**src/rtl/xa_pkg.sv**
```systemverilog
// Shared types and constants for the two-requester add-XOR arbiter.
// Optional statistics counters are enabled with the XA_STATS_EN macro.
package xa_pkg;

    localparam int unsigned XA_W    = 8;
    localparam int unsigned XA_NREQ = 2;
    localparam int unsigned XA_CNTW = 16;

    localparam logic [XA_W-1:0] XA_ADD_K = 8'h22;
    localparam logic [XA_W-1:0] XA_SEED  = 8'h03;

    typedef enum logic [1:0] {
        ST_RUN   = 2'd0,
        ST_DRAIN = 2'd1,
        ST_CLR   = 2'd2
    } xa_state_e;

    // Operand captured into stage 1: owner, value and the owner's prior history
    typedef struct packed {
        logic            id;
        logic [XA_W-1:0] x;
        logic [XA_W-1:0] h;
    } xa_op_t;

    function automatic logic [XA_W-1:0] xa_func(input logic [XA_W-1:0] x,
                                                input logic [XA_W-1:0] h,
                                                input logic [XA_W-1:0] k);
        return XA_W'(x + k) ^ h;
    endfunction

endpackage

```
**src/rtl/xa_datapath.sv**
```systemverilog
// Two-stage add-XOR pipe: S1 holds the accepted operand, S2 holds the tagged result.
module xa_datapath
    import xa_pkg::*;
#(
    parameter logic [XA_W-1:0] ADD_K = XA_ADD_K
) (
    input  logic            clk,
    input  logic            clear_n,
    input  logic            i_load,
    input  logic            i_hold,
    input  xa_op_t          i_op,
    output logic            o_s1_full,
    output logic            o_s2_full,
    output logic            o_id,
    output logic [XA_W-1:0] o_data
);

    logic            r_s1_full;
    xa_op_t          r_s1;
    logic            r_s2_full;
    logic            r_s2_id;
    logic [XA_W-1:0] r_s2_data;
    logic [XA_W-1:0] w_y;

    assign w_y = xa_func(r_s1.x, r_s1.h, ADD_K);

    // S2 keeps its last result when not refilled so the output holds while idle
    always_ff @(posedge clk) begin
        if (!clear_n) begin
            r_s1_full <= 1'b0;
            r_s1      <= '0;
            r_s2_full <= 1'b0;
            r_s2_id   <= 1'b0;
            r_s2_data <= '0;
        end else begin
            if (!i_hold) begin
                r_s2_full <= r_s1_full;
                if (r_s1_full) begin
                    r_s2_id   <= r_s1.id;
                    r_s2_data <= w_y;
                end
            end
            if (i_load) begin
                r_s1_full <= 1'b1;
                r_s1      <= i_op;
            end else if (!i_hold) begin
                r_s1_full <= 1'b0;
            end
        end
    end

    assign o_s1_full = r_s1_full;
    assign o_s2_full = r_s2_full;
    assign o_id      = r_s2_id;
    assign o_data    = r_s2_data;

endmodule

```
**src/rtl/xa_arbiter.sv**
```systemverilog
// Round-robin front end, per-requester history and drain/reseed FSM around xa_datapath.
// Define XA_STATS_EN to add saturating per-requester accept counters.
module xa_arbiter
    import xa_pkg::*;
#(
    parameter logic [XA_W-1:0] ADD_K = XA_ADD_K,
    parameter logic [XA_W-1:0] SEED  = XA_SEED
) (
    input  logic               clk,
    input  logic               clear_n,
    input  logic [XA_NREQ-1:0] req_valid,
    input  logic [XA_W-1:0]    req_data0,
    input  logic [XA_W-1:0]    req_data1,
    output logic [XA_NREQ-1:0] req_ready,
    output logic               out_valid,
    output logic               out_id,
    output logic [XA_W-1:0]    out_data,
    input  logic               out_ready,
    input  logic               soft_clr,
    output logic               busy
`ifdef XA_STATS_EN
    ,
    output logic [XA_CNTW-1:0] stat_cnt0,
    output logic [XA_CNTW-1:0] stat_cnt1
`endif
);

    xa_state_e       r_state;
    logic            r_rr;
    logic [XA_W-1:0] r_h0;
    logic [XA_W-1:0] r_h1;

    logic            w_s1_full;
    logic            w_s2_full;
    logic            w_hold;
    logic            w_open;
    logic            w_gnt_id;
    logic            w_accept;
    xa_op_t          w_op;

    // Grant only in RUN, with no clear pending, when S1 is free at the edge
    assign w_hold   = w_s2_full && !out_ready;
    assign w_open   = clear_n && (r_state == ST_RUN) && !soft_clr
                      && (!w_s1_full || !w_hold);
    assign w_gnt_id = (req_valid == 2'b11) ? r_rr : req_valid[1];
    assign w_accept = w_open && (req_valid != 2'b00);

    assign req_ready = !w_accept ? 2'b00 : (w_gnt_id ? 2'b10 : 2'b01);

    assign w_op.id = w_gnt_id;
    assign w_op.x  = w_gnt_id ? req_data1 : req_data0;
    assign w_op.h  = w_gnt_id ? r_h1 : r_h0;

    xa_datapath #(
        .ADD_K(ADD_K)
    ) u_dp (
        .clk      (clk),
        .clear_n  (clear_n),
        .i_load   (w_accept),
        .i_hold   (w_hold),
        .i_op     (w_op),
        .o_s1_full(w_s1_full),
        .o_s2_full(w_s2_full),
        .o_id     (out_id),
        .o_data   (out_data)
    );

    // FSM, round-robin pointer and histories
    always_ff @(posedge clk) begin
        if (!clear_n) begin
            r_state <= ST_RUN;
            r_rr    <= 1'b0;
            r_h0    <= SEED;
            r_h1    <= SEED;
        end else begin
            if (w_accept) begin
                r_rr <= ~w_gnt_id;
                if (w_gnt_id) r_h1 <= req_data1;
                else          r_h0 <= req_data0;
            end
            case (r_state)
                ST_RUN: begin
                    if (soft_clr) r_state <= ST_DRAIN;
                end
                ST_DRAIN: begin
                    if (!w_s1_full && !w_s2_full) r_state <= ST_CLR;
                end
                ST_CLR: begin
                    r_state <= ST_RUN;
                    r_rr    <= 1'b0;
                    r_h0    <= SEED;
                    r_h1    <= SEED;
                end
                default: r_state <= ST_RUN;
            endcase
        end
    end

    assign out_valid = w_s2_full;
    assign busy      = (r_state != ST_RUN) || w_s1_full || w_s2_full;

`ifdef XA_STATS_EN
    logic [XA_CNTW-1:0] r_cnt0;
    logic [XA_CNTW-1:0] r_cnt1;

    always_ff @(posedge clk) begin
        if (!clear_n || (r_state == ST_CLR)) begin
            r_cnt0 <= '0;
            r_cnt1 <= '0;
        end else if (w_accept) begin
            if (w_gnt_id && (r_cnt1 != '1))       r_cnt1 <= r_cnt1 + XA_CNTW'(1);
            else if (!w_gnt_id && (r_cnt0 != '1)) r_cnt0 <= r_cnt0 + XA_CNTW'(1);
        end
    end

    assign stat_cnt0 = r_cnt0;
    assign stat_cnt1 = r_cnt1;
`endif

endmodule

```
**config.mk**
```make
export PLATFORM = sky130hd
export DESIGN_NAME = xa_arbiter
export DESIGN_NICKNAME = d
export VERILOG_FILES = /design/src/rtl/xa_pkg.sv /design/src/rtl/xa_datapath.sv /design/src/rtl/xa_arbiter.sv
export SDC_FILE = /design/constraint.sdc
export NUM_CORES = 1
export LEC_CHECK = 0
export CORE_ASPECT_RATIO = 0.9
export CORE_MARGIN = 1.5
export CORE_UTILIZATION = 30
export CTS_BUF_LIST = sky130_fd_sc_hd__clkbuf_8
export CTS_CLUSTER_DIAMETER = 120
export DETAILED_ROUTE_END_ITERATION = 10
export GPL_TIMING_DRIVEN = 0
export PLACE_DENSITY = 0.6
export RECOVER_POWER = 25
export SYNTH_ARGS = -nofsm -noshare
export SYNTH_HDL_FRONTEND = slang
export SYNTH_SLANG_ARGS = --single-unit
```
**constraint.sdc**
```tcl
create_clock -name clk -period 2.1 [get_ports clk]
set_input_delay 0.42 -clock clk [delete_from_list [all_inputs] [get_ports clk]]
set_output_delay 0.42 -clock clk [all_outputs]
set_load 0.05 [all_outputs]
```
==> results.md <==
* Worst R2R End: u_dp.r_s1[14]
* Ranking of synthesized cells by area: dfxtp_1 50%, nand2_1 9.9%, a21oi_1 6.6%
* Clock power share at 0.291
* I/O pin cnt at 35
* Post-layout min period at 2.04 ns
* Ratio of cells with drive above 1 in the final layout at 0.0930
* CP max FO at 11
* Clock Path Buffers at 2
* Clock Pin Slew Worst Setup and Hold Paths at 0.08 ns
* Routed len/inst at 13.7 um
* Detailed Routing Iterations Pass 1 at 4
* Largest net degree at the start of global routing at 14
* Relative slew slack at 0.541
* CTS Buf Count at 5
* Peak Freq at 0.489 GHz
* # nets final at 280
* Syn avg cell area at 8.97 sq um
* Die Y at 78.3 um
* Starting Density at 0.309
* CP Capture Type: primary output
* Layout Skew at 0.00342 ns
* Static leakage power at 0.850 nW
* Switching power at 0.478 mW
* Post-route antenna net violation count at 0
* Post-synthesis sequential area ratio at 0.497
* RD Place Congestion at 0.782
* Gr ovfl total at 0
* Die Span X at 86.7 um
* Pint at 1.27 mW
* Top cells by count, synth: 50 x nand2_1, 47 x dfxtp_1, 25 x a21oi_1
* Post-DP HPWL at 3190 um
* Final period util at 0.973
* Vias per cell at 4.68
* Ant diodes at 0
* Post-Syn Instances at 211
* Net Sw Frac at 0.273
* Area leader, netlist: dfxtp_1
* H-tree depth at 2
* Max VDD drop at 247 uV
* Slowest library cell on the worst path: clkdlybuf4s50_1
* Max-cap viol count at 0
* Total wire length at 4740 um
* Max-slew violation count at 0
* Die area at 6790 sq um
* Worst EP arrival at 1.62 ns
* Cell with the most instances after synthesis: nand2_1
* Distinct cells, synth at 36
* Share of the synthesized area in the top cell type at 0.497
* Post-synth top flop: dfxtp_1
* CTS tree: yes
* Flop pwr share at 0.548
* Clk sinks at 47
* Total power per unit cell area at 706 nW/um^2
* Worst path required time at 1.68 ns
* Number of port buffers at 33
* Post-synth design cell area at 1890 sq um
* Vias at 1,613
* Largest stage delay on the critical path at 0.48 ns
* Worst-Margin Slew at 0.684 ns
* CP Class: input pin to primary output
* GRT Resource Usage Total at 0.149
* Wire length of the first global-routing pass at 7710 um
* CP Launch Type: input pin
* Reg-to-reg critical path startpoint: r_state[0]
* Yosys warnings at 0
* FILL cells at 647
* Root Driver: clkbuf_8
* Worst path cell trace: clkdlybuf4s50_1 > nand3b_1 > buf_6 > nand4_4 > inv_8 > buf_8
* CORE AREA at 6110 sq um
* Synthesized flop and latch total at 47
* Hold Path Sink: r_state[0]
* Outcome: complete, no violations
* Final setup fails at 0
* Vias in the first global route at 1,534
* HP Class: input pin to flip-flop
* Hold path depth at 3
* TNS Setup at 0 ns
* Hold Vio Cnt, Final at 0
* Post-synth EDFFs at 0
* Area grow syn2layout at 30.9%
* Initial drt markers at 93
* Num rows at 27
* Combinational power share at 0.162
* Worst Min Path Start: clear_n
* Post-synth ARST share at 0
* # DRC at 0
* Worst skew pair latency at 0.29 ns
* Number of antenna violations at the first check in global routing at 0
* Unrepaired setup endpoints after global routing: false
* Net count after synthesis at 234
* R2R Setup Slk at 0.22 ns
* Worst R2R Path Depth at 7
* Design Power at 1.75 mW
worst max-delay path by stage:
| stage | start | endpoint | slack (ns) | cells after the start |
|---|---|---|---|---|
| 2_1_floorplan | clear_n | req_ready[0] | 0.20 | 5 |
| 5_1_grt | out_ready | req_ready[1] | 0.003 | 6 |
| 6_report | out_ready | req_ready[1] | 0.06 | 6 |
| 4_1_cts | out_ready | req_ready[1] | 0.02 | 6 |
| 3_3_place_gp | req_valid[1] | req_ready[0] | -1.28 | 6 |
| 3_5_place_dp | req_valid[1] | req_ready[0] | -1.30 | 6 |
power by group through the flow:
stage / Sequential [mW] / Combinational, mW / Clock (mW)
after global placement: 0.976 / 0.273 / 0
after floorplan: 1.00 / 0.138 / 0
final: 0.958 / 0.283 / 0.509
after CTS: 0.957 / 0.287 / 0.525
after global routing: 0.963 / 0.305 / 0.568
after detailed placement: 0.977 / 0.273 / 0
critical path: cells and delay by family:
kind | cells | cell delay (ns)
AND/OR/NAND/NOR | 2 | 0.27
buffers and inverters | 4 | 0.92
registers in the layout (all words and copies together), names as in the netlist:
name / count
r_h0: 8
r_h1: 8
r_rr: 1
r_state: 2
u_dp.o_data: 8
u_dp.o_id: 1
u_dp.o_s1_full: 1
u_dp.o_s2_full: 1
u_dp.r_s1: 17
cell usage in the layout, fill, tap and decap left out, types with 6 or more instances in the layout:
| cell | synthesis | final |
|---|---|---|
| a21oi_1 | 25 | 25 |
| xnor2_1 | 10 | 10 |
| a211oi_1 | 6 | 6 |
| a22oi_1 | 7 | 7 |
| a31oi_1 | 7 | 7 |
| clkbuf_1 | 5 | 8 |
| nor2_1 | 12 | 12 |
| nand2_1 | 50 | 50 |
| dfxtp_1 | 47 | 46 |
| inv_1 | 4 | 6 |
| clkdlybuf4s50_1 | 0 | 27 |
stage by stage:
step           hold slack, ns   util  cell area, sq um  cells  setup slack, ns
3_3_place_gp            0.443  0.381              2330    331            -1.28
5_1_grt                 0.414  0.405              2480    345          0.00292
2_1_floorplan           0.432      -              1890    211            0.201
6_report                0.418  0.405              2480    345           0.0558
4_1_cts                 0.422  0.408              2490    346           0.0228
3_5_place_dp            0.446  0.381              2330    331            -1.30
cell type report:
cell class | instances | area, sq um | share of cell area
well taps | 87 | 109 | 0.0440
plain buffers | 7 | 27.5 | 0.0111
multi-input cells | 148 | 886 | 0.358
flip-flops and latches | 47 | 942 | 0.380
clock buffers | 5 | 68.8 | 0.0278
inverters | 7 | 38.8 | 0.0157
repair buffers | 41 | 392 | 0.158
clock inverters | 3 | 12.5 | 0.00505
cell families (layout without fill, tap and decap cells):
| logic type | after synthesis | after routing | synth area share |
|---|---|---|---|
| multiplexers | 4 | 4 | 0.0212 |
| AO/OA/AOI/OAI | 57 | 57 | 0.190 |
| XOR/XNOR | 12 | 12 | 0.0556 |
| AND/OR/NAND/NOR | 74 | 74 | 0.185 |
| flip-flops | 47 | 47 | 0.497 |
| buffers and inverters | 16 | 63 | 0.0443 |
| adder cells (fa/ha/maj) | 1 | 1 | 0.00661 |
layer usage:
metal / track usage / up-vias / part of all wire
met2: 0.231 / 40 / 0.44
li1: - / 826 / -
met4: 0.0500 / 0 / 0.0089
met1: 0.206 / 743 / 0.50
met3: 0.0315 / 4 / 0.053
met5: 0 / - / 0
timing repair:
item / CTS / global route
endpoints found under the setup margin: 11 / 2
hold buffers: 0 / 0
resized for setup: 27 / 4
buffers inserted: 8 / 0
pin swaps: 2 / 0
Note: power is estimated with default switching activity, not from simulation.
